[src/rtl/npc_sched_pkg.sv]
// Shared definitions for the next-PC scheduler: state encodings, address defaults and
// the sequential-PC helper.
package npc_sched_pkg;

  localparam logic [31:0] PcDefault       = 32'h0000_3000;
  localparam logic [31:0] PcResetDefault  = PcDefault;
  localparam logic [31:0] ExcEntryDefault = 32'h0000_4180;
  localparam logic [31:0] PcStep          = 32'd4;

  // Encoding 2'd3 is unused and behaves as StBoot.
  typedef enum logic [1:0] {
    StBoot = 2'd0,
    StRun  = 2'd1,
    StHold = 2'd2
  } npc_state_e;

  function automatic logic [31:0] seq_pc(input logic [31:0] pc);
    return pc + PcStep;
  endfunction

endpackage

[src/rtl/npc_sched_if.sv]
// Fetch-side signal bundle for npc_sched. Defining NPC_PERF_CNT_EN adds the
// redirect-count output.
interface npc_sched_if;

  logic [31:0] i_pc;
  logic        i_stall;
  logic        i_imem_ready;
  logic        i_br_taken;
  logic [31:0] i_br_target;
  logic        i_req;
  logic        i_eret;
  logic [31:0] i_epc;
  logic [31:0] o_npc;
  logic        o_pc_en;
  logic [1:0]  o_state;
`ifdef NPC_PERF_CNT_EN
  logic [31:0] o_redir_cnt;

  modport master (
    output i_pc, i_stall, i_imem_ready, i_br_taken, i_br_target, i_req, i_eret, i_epc,
    input  o_npc, o_pc_en, o_state, o_redir_cnt
  );
  modport slave (
    input  i_pc, i_stall, i_imem_ready, i_br_taken, i_br_target, i_req, i_eret, i_epc,
    output o_npc, o_pc_en, o_state, o_redir_cnt
  );
`else
  modport master (
    output i_pc, i_stall, i_imem_ready, i_br_taken, i_br_target, i_req, i_eret, i_epc,
    input  o_npc, o_pc_en, o_state
  );
  modport slave (
    input  i_pc, i_stall, i_imem_ready, i_br_taken, i_br_target, i_req, i_eret, i_epc,
    output o_npc, o_pc_en, o_state
  );
`endif

endinterface

[src/rtl/npc_pend_buf.sv]
// Single-entry pending redirect buffer. Flush beats take beats set; a set while
// already valid is ignored so the oldest redirect wins.
module npc_pend_buf (
  input  logic        i_clk,
  input  logic        i_reset_n,
  input  logic        i_set,
  input  logic [31:0] i_target,
  input  logic        i_take,
  input  logic        i_flush,
  output logic        o_valid,
  output logic [31:0] o_target,
  output logic        o_valid_nxt
);

  logic        valid_q, valid_d;
  logic [31:0] target_q, target_d;

  always_comb begin
    valid_d  = valid_q;
    target_d = target_q;
    if (i_flush || i_take) begin
      valid_d = 1'b0;
    end else if (i_set && !valid_q) begin
      valid_d  = 1'b1;
      target_d = i_target;
    end
  end

  always_ff @(posedge i_clk or negedge i_reset_n) begin
    if (!i_reset_n) begin
      valid_q  <= 1'b0;
      target_q <= 32'h0;
    end else begin
      valid_q  <= valid_d;
      target_q <= target_d;
    end
  end

  assign o_valid     = valid_q;
  assign o_target    = target_q;
  assign o_valid_nxt = valid_d;

endmodule

[src/rtl/npc_sched.sv]
// Next-PC scheduler: boot, exception/ERET, deferred and direct branch redirects.
// Defining NPC_PERF_CNT_EN adds a non-sequential fetch counter on o_redir_cnt.
module npc_sched
  import npc_sched_pkg::*;
#(
  parameter logic [31:0] PC_RESET  = PcResetDefault,
  parameter logic [31:0] EXC_ENTRY = ExcEntryDefault
) (
  input logic        i_clk,
  input logic        i_reset_n,
  npc_sched_if.slave bus
);

  npc_state_e  state_q, state_d;
  logic        active;
  logic        force_redir;
  logic        pc_en;
  logic [31:0] npc;
  logic [31:0] pc_seq;
  logic        pend_valid;
  logic        pend_valid_nxt;
  logic [31:0] pend_target;
  logic        pend_set;
  logic        pend_take;

  always_comb begin
    pc_seq      = seq_pc(bus.i_pc);
    active      = (state_q == StRun) || (state_q == StHold);
    force_redir = 1'b0;
    pc_en       = 1'b1;
    npc         = PC_RESET;
    pend_set    = 1'b0;
    pend_take   = 1'b0;
    if (active) begin
      force_redir = bus.i_req || bus.i_eret;
      pc_en       = force_redir || (!bus.i_stall && bus.i_imem_ready);
      if (bus.i_req) begin
        npc = EXC_ENTRY;
      end else if (bus.i_eret) begin
        npc = bus.i_epc;
      end else if (pend_valid) begin
        npc = pend_target;
      end else if (bus.i_br_taken) begin
        npc = bus.i_br_target;
      end else begin
        npc = pc_seq;
      end
      // A redirect that cannot load this cycle is parked until fetch is enabled.
      pend_set  = bus.i_br_taken && !pc_en && !force_redir;
      pend_take = pend_valid && pc_en;
    end
    state_d = pend_valid_nxt ? StHold : StRun;
  end

  npc_pend_buf u_pend_buf (
    .i_clk       (i_clk),
    .i_reset_n   (i_reset_n),
    .i_set       (pend_set),
    .i_target    (bus.i_br_target),
    .i_take      (pend_take),
    .i_flush     (force_redir),
    .o_valid     (pend_valid),
    .o_target    (pend_target),
    .o_valid_nxt (pend_valid_nxt)
  );

  always_ff @(posedge i_clk or negedge i_reset_n) begin
    if (!i_reset_n) begin
      state_q <= StBoot;
    end else begin
      state_q <= state_d;
    end
  end

  assign bus.o_npc   = npc;
  assign bus.o_pc_en = pc_en;
  assign bus.o_state = state_q;

`ifdef NPC_PERF_CNT_EN
  logic [31:0] redir_cnt_q;

  always_ff @(posedge i_clk or negedge i_reset_n) begin
    if (!i_reset_n) begin
      redir_cnt_q <= 32'h0;
    end else if (active && pc_en && (npc != pc_seq)) begin
      redir_cnt_q <= redir_cnt_q + 32'd1;
    end
  end

  assign bus.o_redir_cnt = redir_cnt_q;
`endif

endmodule

[src/flat_wrapper.sv]
// flat-port wrapper written by rule: the top's interface ports become plain ports
module npc_sched_flat import npc_sched_pkg::*;
#(
  parameter logic [31:0] PC_RESET  = PcResetDefault,
  parameter logic [31:0] EXC_ENTRY = ExcEntryDefault
)
  (i_clk, i_reset_n, bus_i_pc, bus_i_stall, bus_i_imem_ready, bus_i_br_taken, bus_i_br_target, bus_i_req, bus_i_eret, bus_i_epc, bus_o_npc, bus_o_pc_en, bus_o_state);
  npc_sched_if bus_i ();
  input logic i_clk;
  input logic i_reset_n;
  input wire logic [$bits(bus_i.i_pc)-1:0] bus_i_pc;
  input wire logic [$bits(bus_i.i_stall)-1:0] bus_i_stall;
  input wire logic [$bits(bus_i.i_imem_ready)-1:0] bus_i_imem_ready;
  input wire logic [$bits(bus_i.i_br_taken)-1:0] bus_i_br_taken;
  input wire logic [$bits(bus_i.i_br_target)-1:0] bus_i_br_target;
  input wire logic [$bits(bus_i.i_req)-1:0] bus_i_req;
  input wire logic [$bits(bus_i.i_eret)-1:0] bus_i_eret;
  input wire logic [$bits(bus_i.i_epc)-1:0] bus_i_epc;
  output wire logic [$bits(bus_i.o_npc)-1:0] bus_o_npc;
  output wire logic [$bits(bus_i.o_pc_en)-1:0] bus_o_pc_en;
  output wire logic [$bits(bus_i.o_state)-1:0] bus_o_state;
  assign bus_i.i_pc = bus_i_pc;
  assign bus_i.i_stall = bus_i_stall;
  assign bus_i.i_imem_ready = bus_i_imem_ready;
  assign bus_i.i_br_taken = bus_i_br_taken;
  assign bus_i.i_br_target = bus_i_br_target;
  assign bus_i.i_req = bus_i_req;
  assign bus_i.i_eret = bus_i_eret;
  assign bus_i.i_epc = bus_i_epc;
  assign bus_o_npc = bus_i.o_npc;
  assign bus_o_pc_en = bus_i.o_pc_en;
  assign bus_o_state = bus_i.o_state;
  npc_sched #(.PC_RESET(PC_RESET), .EXC_ENTRY(EXC_ENTRY)) u_core (.i_clk(i_clk), .i_reset_n(i_reset_n), .bus(bus_i));
endmodule
[config.mk]
export PLATFORM = sky130hd
export DESIGN_NAME = npc_sched_flat
export DESIGN_NICKNAME = d
export VERILOG_FILES = /design/src/rtl/npc_sched_pkg.sv /design/src/rtl/npc_sched_if.sv /design/src/rtl/npc_pend_buf.sv /design/src/rtl/npc_sched.sv /design/src/flat_wrapper.sv
export SDC_FILE = /design/constraint.sdc
export NUM_CORES = 1
export LEC_CHECK = 0
export CORE_ASPECT_RATIO = 0.9
export CORE_MARGIN = 8
export CORE_UTILIZATION = 35
export DETAILED_ROUTE_END_ITERATION = 10
export GPL_TIMING_DRIVEN = 0
export PLACE_DENSITY_LB_ADDON = 0.12
export SETUP_SLACK_MARGIN = 0.2
export SYNTH_ARGS = -nofsm -noshare
export SYNTH_HDL_FRONTEND = slang
export SYNTH_SLANG_ARGS = --single-unit
[constraint.sdc]
create_clock -name i_clk -period 2.95 [get_ports i_clk]
set_clock_uncertainty 0.05 [all_clocks]
set_input_delay 0.295 -clock i_clk [delete_from_list [all_inputs] [get_ports i_clk]]
set_output_delay 0.295 -clock i_clk [all_outputs]
set_load 0.02 [all_outputs]
==> impl_results.rst, run 1 <==
.. list-table::
   :header-rows: 1

   * - Metric
     - Value
   * - Measured slew at the worst slew-check pin
     - 859.6 ps
   * - Residual overflow from global routing
     - 0
   * - Tot GR Track Use
     - 0.2072
   * - Critical path fanouts, max
     - 7
   * - Predominant post-synthesis flop cell
     - sky130_fd_sc_hd__dfrtp_1
   * - Total Die Area
     - 11890 sq um
   * - Worst reg-to-reg setup slack
     - 610 ps
   * - Simple-gate portion of the synthesized area
     - 0.2116
   * - Final Total Pwr
     - 2.979 mW
   * - Total placed instance area
     - 4533 sq um
   * - Clock power share
     - 0.127
   * - Internal power summed over all cells
     - 1.670 mW
   * - Leakage power summed over all cells
     - 1.973 nW
   * - Wire per inst
     - 19.73 microns
   * - Final Hold Violating Endpoints
     - 0
   * - Share of final-layout standard cells stronger than drive strength 1
     - 0.2008
   * - Total clock buffers created by CTS
     - 5
   * - Largest voltage drop on the vdd net
     - 293.7 uV
   * - Port Buffer Count
     - 136
   * - Worst Setup Start Kind
     - input pin
   * - Routed via count
     - 3587
   * - Critical path required time
     - 2610 ps
   * - Synth cell types
     - 51
   * - Floorplan die height
     - 104.2 microns
   * - Number of global-route vias before repair
     - 3703
   * - Cell area power density
     - 626.7 nW/um^2
   * - Cell depth of the worst flop-to-flop path
     - 5
   * - Final number of setup-violating endpoints
     - 0
   * - Area inside the core boundary
     - 8488 sq um
   * - Clock root cell
     - sky130_fd_sc_hd__clkbuf_8
   * - Max-cap check violation count
     - 0
   * - Area fraction in compound gates after synthesis
     - 0.2475
   * - Number of design rule violations left after detail routing
     - 0
   * - Post-route cell area
     - 4753 sq um
   * - Buffer depth of the longest clock path
     - 2
   * - Setup repair after global routing missed its margin
     - true
   * - Path category of the worst min-delay check
     - in -> async
   * - Xor/xnor share of the synthesized area
     - 0.05496
   * - Hpwl dp
     - 9.858 mm
   * - Starting density of the core
     - 0.3567
   * - Routed via count divided by cell count
     - 5.553
   * - Worst hold margin
     - 63.99 ps
   * - Cts hold-fix bufs
     - 0
   * - First drt pass iteration count
     - 5
   * - Final worst-path cycle share
     - 0.9545
   * - Launching element of the worst setup path
     - bus_i_pc[15]
   * - R2R Path End
     - u_core.u_pend_buf.o_target[12]$_DFFE_PN0P_
   * - 1st-iter DRT viols
     - 219
   * - Portion of total power attributed to combinational logic
     - 0.593
   * - Final wirelength
     - 12.74 mm
   * - Worst-Skew Late Latency
     - 290 ps
   * - First-pass GRT wire length
     - 19.46 mm
   * - Number of warning messages in the yosys log
     - 0
   * - Slew Limit Headroom
     - 0.4269
   * - Switching power
     - 1.309 mW
   * - Synth Area in Adders
     - 0.004132
   * - Count of flip-flops with a built-in enable after synthesis
     - 0
   * - Number of nets in the layout
     - 626
   * - Cell area after synthesis
     - 3028 sq um
   * - Least setup slack across all paths after layout
     - 134.3 ps
   * - Number of antenna violations at the first check in global routing
     - 6
   * - Worst setup endpoint
     - bus_o_npc[24]
   * - Post-route setup TNS
     - 0 ps
   * - Post-synth net total
     - 476
   * - Chip Width
     - 114.0 microns
   * - Post-synthesis area per instance
     - 8.140 sq um
   * - Sequential group share of total power
     - 0.279
   * - Multiplexer share of the synthesized area
     - 0.1554
   * - Status
     - finished clean
   * - Top-level port count
     - 138
   * - Maximum number of pins on one net before global-route repair
     - 35
   * - Yosys reg bits
     - 34
   * - Clock H-tree levels
     - 2
   * - Clock period minus final worst setup slack
     - 2816 ps
   * - RePlAce Congestion
     - 0.8979
   * - Switching portion of total power
     - 0.4394
   * - Minimum setup slack after placement
     - -723.4 ps
   * - Sink count of the clock tree
     - 34
   * - Clock slew at the register clock pins of the worst setup and hold paths
     - 80 ps
   * - Crit path capture type
     - output port
   * - Async set or reset register ratio after synthesis
     - 1.000
   * - Relative area change from synthesis to final layout
     - 56.98%
   * - Number of rows in the core area
     - 32
   * - Max-slew violation count
     - 0
   * - Critical Setup Path Class
     - in -> out
   * - Combinational family with the most area after synthesis
     - compound AO/OA/AOI/OAI gates
   * - CTS tree
     - built
   * - Post-Syn Instances
     - 372
   * - Worst Path Arrival
     - 2470 ps
   * - Startpoint of the worst-slack reg-to-reg timing path
     - u_core.bus.o_state[0]$_DFF_PN0_
   * - Portion of the post-synthesis area used by sequential elements
     - 0.2810
   * - DRT antenna net count
     - 0
   * - Maximum clock frequency
     - 0.3552 GHz
worst max-delay path, cell delays in order:
cell and delay, ps:
sky130_fd_sc_hd__clkdlybuf4s50_1 560, sky130_fd_sc_hd__nand4_1 100, sky130_fd_sc_hd__or4_1 520, sky130_fd_sc_hd__clkbuf_4 190, sky130_fd_sc_hd__or3_1 330, sky130_fd_sc_hd__a21oi_1 150, sky130_fd_sc_hd__o221a_1 180, sky130_fd_sc_hd__buf_4 140
area by class of cell:
| type | count | area (sq um) |
|---|---|---|
| clock inverter | 2 | 12.51 |
| buffer | 26 | 143.9 |
| timing repair buffer | 143 | 1338 |
| tap | 119 | 148.9 |
| fill | 821 | 3735 |
| inverter | 9 | 33.78 |
| antenna | 4 | 10.01 |
| sequential | 34 | 850.8 |
| clock buffer | 6 | 82.58 |
| multi-input combinational | 303 | 2133 |
kinds of logic (layout without fill, tap and decap cells):
logic type | after synthesis | in the layout
xor+xnor | 19 | 19
flops | 34 | 34
other cells | 0 | 4
mux | 43 | 43
compound gates | 121 | 121
buf+inv | 35 | 186
fa+ha+maj | 1 | 1
simple gates | 119 | 119
per-layer routing:
| metal | vias up | global-route usage | part of all wire |
|---|---|---|---|
| li1 | 1697 | - | - |
| met1 | 1716 | 0.2518 | 0.43 |
| met2 | 156 | 0.3428 | 0.47 |
| met3 | 14 | 0.06965 | 0.083 |
| met4 | 4 | 0.04843 | 0.013 |
| met5 | - | 0 | 0.0013 |
worst min-delay path by stage:
stage / startpoint / endpoint / slack (ps) / depth (start not counted)
final: i_reset_n / u_core.u_pend_buf.o_target[21]$_DFFE_PN0P_ / 60 / 1
after global routing: i_reset_n / u_core.u_pend_buf.o_target[21]$_DFFE_PN0P_ / 120 / 1
after CTS: i_reset_n / u_core.u_pend_buf.o_target[27]$_DFFE_PN0P_ / 90 / 1
after detailed placement: i_reset_n / u_core.u_pend_buf.o_target[21]$_DFFE_PN0P_ / 410 / 1
after global placement: u_core.u_pend_buf.o_target[10]$_DFFE_PN0P_ / u_core.u_pend_buf.o_target[10]$_DFFE_PN0P_ / 420 / 2
after floorplan: i_reset_n / u_core.bus.o_state[0]$_DFF_PN0_ / -50 / 0
power groups by stage:
stage | sequential [mW] | clock, mW | combinational [mW]
after global routing | 0.855 | 0.410 | 1.90
after global placement | 0.823 | 0 | 1.79
after floorplan | 0.807 | 0 | 1.04
final | 0.832 | 0.379 | 1.77
after detailed placement | 0.833 | 0 | 1.81
after CTS | 0.826 | 0.388 | 1.76
cell usage in the layout, fill, tap and decap left out, types with 7 or more instances in the layout:
| cell | instances |
|---|---|
| sky130_fd_sc_hd__clkbuf_1 | 8 |
| sky130_fd_sc_hd__mux2_2 | 32 |
| sky130_fd_sc_hd__o22ai_1 | 8 |
| sky130_fd_sc_hd__clkdlybuf4s50_1 | 88 |
| sky130_fd_sc_hd__xor2_1 | 9 |
| sky130_fd_sc_hd__clkbuf_2 | 10 |
| sky130_fd_sc_hd__dfrtp_1 | 34 |
| sky130_fd_sc_hd__buf_4 | 17 |
| sky130_fd_sc_hd__dlygate4sd2_1 | 22 |
| sky130_fd_sc_hd__mux2i_1 | 11 |
| sky130_fd_sc_hd__xnor2_1 | 10 |
| sky130_fd_sc_hd__nand4_1 | 9 |
| sky130_fd_sc_hd__buf_2 | 10 |
| sky130_fd_sc_hd__nand3_1 | 12 |
| sky130_fd_sc_hd__nor2_1 | 14 |
| sky130_fd_sc_hd__nand2_1 | 39 |
| sky130_fd_sc_hd__a221oi_1 | 7 |
| sky130_fd_sc_hd__o21ai_0 | 35 |
| sky130_fd_sc_hd__inv_1 | 8 |
| sky130_fd_sc_hd__a21oi_1 | 33 |
state kept, by name, summed over array words and instances (netlist names):
name / cells
u_core.u_pend_buf.o_target: 32
u_core.bus.o_state: 2
Yosys cell counts (2+ instances only):
library cell                n  area share
sky130_fd_sc_hd__nand2_1   40       0.050
sky130_fd_sc_hd__o21ai_0   39       0.064
sky130_fd_sc_hd__a21oi_1   35       0.058
sky130_fd_sc_hd__dfrtp_1   34        0.28
sky130_fd_sc_hd__mux2_2    32        0.12
sky130_fd_sc_hd__clkbuf_1  19       0.024
sky130_fd_sc_hd__nor2_1    15       0.019
sky130_fd_sc_hd__nand3_1   12       0.020
sky130_fd_sc_hd__mux2i_1   11       0.036
sky130_fd_sc_hd__xnor2_1   10       0.029
sky130_fd_sc_hd__nand4_1    9       0.019
sky130_fd_sc_hd__xor2_1     9       0.026
sky130_fd_sc_hd__inv_1      8      0.0099
sky130_fd_sc_hd__nor3_1     8       0.013
sky130_fd_sc_hd__o22ai_1    8       0.017
sky130_fd_sc_hd__a211oi_1   7       0.017
sky130_fd_sc_hd__a221oi_1   7       0.020
sky130_fd_sc_hd__nand2b_1   6       0.012
sky130_fd_sc_hd__and4_1     4       0.012
sky130_fd_sc_hd__buf_1      4      0.0050
sky130_fd_sc_hd__nor4_1     4      0.0083
sky130_fd_sc_hd__o211ai_1   4      0.0099
sky130_fd_sc_hd__or4_1      4      0.0099
sky130_fd_sc_hd__nor2b_1    3      0.0062
sky130_fd_sc_hd__nor4_2     3       0.012
sky130_fd_sc_hd__o21a_1     3      0.0074
sky130_fd_sc_hd__o31a_1     3      0.0087
sky130_fd_sc_hd__a211oi_2   2      0.0083
sky130_fd_sc_hd__a221o_1    2      0.0066
sky130_fd_sc_hd__a31oi_1    2      0.0041
sky130_fd_sc_hd__and2_1     2      0.0041
sky130_fd_sc_hd__and3_1     2      0.0041
sky130_fd_sc_hd__buf_2      2      0.0033
sky130_fd_sc_hd__or2_2      2      0.0041
what timing repair did:
item / in CTS / in global routing
buffers inserted: 5 / 1
cloned: 0 / 1
endpoints found under the setup margin: 32 / 21
pin swaps: 6 / 12
resized for setup: 125 / 33
stage by stage:
stage | instances | util
5_1_grt | 646 | 0.5600
3_5_place_dp | 627 | 0.5341
2_1_floorplan | 372 | -
4_1_cts | 640 | 0.5497
6_report | 646 | 0.5600
3_3_place_gp | 627 | 0.5346
Power figures use the tool's default switching activity.
==> inputs of run 2 (changes only) <==
--- a/config.mk
+++ b/config.mk
@@ -10,6 +10,7 @@
 export CORE_UTILIZATION = 35
 export DETAILED_ROUTE_END_ITERATION = 10
 export GPL_TIMING_DRIVEN = 0
+export MAX_ROUTING_LAYER = met4
 export PLACE_DENSITY_LB_ADDON = 0.12
 export SETUP_SLACK_MARGIN = 0.2
 export SYNTH_ARGS = -nofsm -noshare
==> impl_results.rst, run 2 (same netlist as run 1, synthesis figures left out) <==
.. list-table::
   :header-rows: 1

   * - Metric
     - Value
   * - Status
     - finished clean
   * - Top-level port count
     - 138
   * - Cell depth of the worst flop-to-flop path
     - 5
   * - Starting density of the core
     - 0.3567
   * - Number of antenna violations at the first check in global routing
     - 6
   * - Filler Cell Count
     - 819
   * - Final Util
     - 0.5606
   * - Port Buffer Count
     - 136
   * - Routed via count
     - 3577
   * - Worst Setup Start Kind
     - input pin
   * - First-pass GRT wire length
     - 19.46 mm
   * - Relative area change from synthesis to final layout
     - 57.15%
   * - Maximum clock frequency
     - 0.3571 GHz
   * - Final worst-path cycle share
     - 0.9492
   * - Chip Width
     - 114.0 microns
   * - Max-slew violation count
     - 0
   * - Critical Setup Path Class
     - in -> out
   * - DRT antenna net count
     - 0
   * - Total clock buffers created by CTS
     - 5
   * - Tot GR Track Use
     - 0.2136
   * - Area of the multi-input gates
     - 2133 sq um
   * - Clock H-tree levels
     - 2
   * - Clock root cell
     - sky130_fd_sc_hd__clkbuf_8
   * - CTS tree
     - built
   * - Routed via count divided by cell count
     - 5.520
   * - Critical-path cell list
     - clkdlybuf4s50_1 > nand4_1 > or4_1 > clkbuf_4 > or3_1 > a21oi_1 > o221a_1 > buf_4
   * - Buffer depth of the longest clock path
     - 2
   * - Max FFs per register
     - 32
   * - Worst-Skew Late Latency
     - 290 ps
   * - Number of design rule violations left after detail routing
     - 0
   * - Number of rows in the core area
     - 32
   * - Crit path capture type
     - output port
   * - Post-route setup TNS
     - 0 ps
   * - Number of nets in the layout
     - 626
   * - Leakage power summed over all cells
     - 1.973 nW
   * - Family with the most delay on the worst path
     - simple AND/OR/NAND/NOR gates
   * - Critical path fanouts, max
     - 7
   * - Cell area power density
     - 626.7 nW/um^2
   * - DP Cell Count
     - 627
   * - Measured slew at the worst slew-check pin
     - 855.8 ps
   * - Floorplan die height
     - 104.2 microns
   * - Wire per inst
     - 19.62 microns
   * - Max-cap check violation count
     - 0
   * - Cts hold-fix bufs
     - 0
   * - Clock period minus final worst setup slack
     - 2800 ps
   * - Largest voltage drop on the vdd net
     - 293.1 uV
   * - Commonest cells after routing, fill and taps aside
     - sky130_fd_sc_hd__clkdlybuf4s50_1, sky130_fd_sc_hd__nand2_1, sky130_fd_sc_hd__o21ai_0, sky130_fd_sc_hd__dfrtp_1, sky130_fd_sc_hd__a21oi_1
   * - Sink count of the clock tree
     - 34
   * - Slew Limit Headroom
     - 0.4295
   * - Final number of setup-violating endpoints
     - 0
   * - Delay of the slowest critical-path stage
     - 550 ps
   * - 1st-iter DRT viols
     - 265
   * - Final Total Pwr
     - 2.982 mW
   * - Hpwl dp
     - 9.858 mm
   * - R2R Path End
     - u_core.u_pend_buf.o_target[12]$_DFFE_PN0P_
   * - Path category of the worst min-delay check
     - in -> async
   * - Final Hold Violating Endpoints
     - 0
   * - Maximum number of pins on one net before global-route repair
     - 35
   * - Clock slew at the register clock pins of the worst setup and hold paths
     - 80 ps
   * - Critical path required time
     - 2610 ps
   * - Number of global-route vias before repair
     - 3700
   * - Worst reg-to-reg setup slack
     - 590 ps
   * - Critical path's slowest cell
     - sky130_fd_sc_hd__clkdlybuf4s50_1
   * - Post-route non-filler standard cell count
     - 648
   * - First drt pass iteration count
     - 5
   * - Residual overflow from global routing
     - 0
   * - Buffers and inverters on the worst path
     - 3
   * - Startpoint of the worst-slack reg-to-reg timing path
     - u_core.bus.o_state[0]$_DFF_PN0_
   * - Total Die Area
     - 11890 sq um
   * - Area inside the core boundary
     - 8488 sq um
   * - Final wirelength
     - 12.72 mm
   * - Share of final-layout standard cells stronger than drive strength 1
     - 0.2008
   * - Most common cell after layout, fill and taps aside
     - sky130_fd_sc_hd__clkdlybuf4s50_1
   * - Sequential cell area
     - 850.8 sq um
   * - Worst Path Arrival
     - 2460 ps
   * - Setup repair after global routing missed its margin
     - true
   * - RePlAce Congestion
     - 0.9132
==> run 2: changes by cell type in the layout (fill, tap and decap cells not counted), sizes merged <==
cell,delta
diode,+2
buf,+1
clkbuf,-1
==> run 2: layout make-up <==
type	count	share of cell area
repair buffers	143	0.2811
clock buffers	6	0.01735
inverters	9	0.007100
well taps	119	0.03129
diodes	6	0.003155
plain buffers	26	0.03024
flip-flops and latches	34	0.1788
clock inverters	2	0.002630
multi-input cells	303	0.4483
==> run 2: power by group <==
part | internal (mW) | total, mW | switching [mW]
Sequential | 0.697 | 0.833 | 0.135
Combinational | 0.785 | 1.77 | 0.984
Clock | 0.188 | 0.381 | 0.193
==> run 2: per-layer routing <==
| layer | up-vias | wire length (microns) | global-route usage |
|---|---|---|---|
| met4 | 0 | 174 | 0.04843 |
| met3 | 14 | 1040 | 0.06210 |
| met5 | - | 0 | - |
| met1 | 1712 | 5559 | 0.2580 |
| met2 | 142 | 5941 | 0.3428 |
| li1 | 1709 | - | - |
==> run 2: worst max-delay path by stage <==
| stage | startpoint | to | depth (start not counted) |
|---|---|---|---|
| after CTS | bus_i_pc[5] | bus_o_npc[24] | 8 |
| after floorplan | bus_i_pc[2] | bus_o_npc[30] | 7 |
| after global placement | bus_i_pc[2] | bus_o_npc[24] | 9 |
| final | bus_i_pc[15] | bus_o_npc[24] | 8 |
| after global routing | bus_i_pc[15] | bus_o_npc[24] | 8 |
| after detailed placement | bus_i_pc[2] | bus_o_npc[24] | 9 |
==> run 2: worst register-to-register path, cell delays in order (launching register included) <==
cell and delay, ps:
sky130_fd_sc_hd__dfrtp_1 390, sky130_fd_sc_hd__clkbuf_2 170, sky130_fd_sc_hd__nor2b_1 200, sky130_fd_sc_hd__nand3_1 360, sky130_fd_sc_hd__clkbuf_1 660, sky130_fd_sc_hd__mux2_2 410
==> run 2: stage by stage <==
stage	worst slack [ps]	hold WS [ps]	instance area, sq um
floorplan	601.6	-50.59	3028
global placement	-690.7	422.3	4538
detailed placement	-723.4	405.2	4533
CTS	65.11	88.14	4666
global route	75.82	117.3	4758
finish	149.9	59.87	4758
==> run 2: repair_timing <==
item                                   in CTS  in global routing
endpoints found under the hold margin       0                  0
gates cloned                                0                  1
setup buffers                               5                  1
pin swaps                                   6                 12
setup endpoints to repair                  32                 21
gates resized for setup                   125                 34
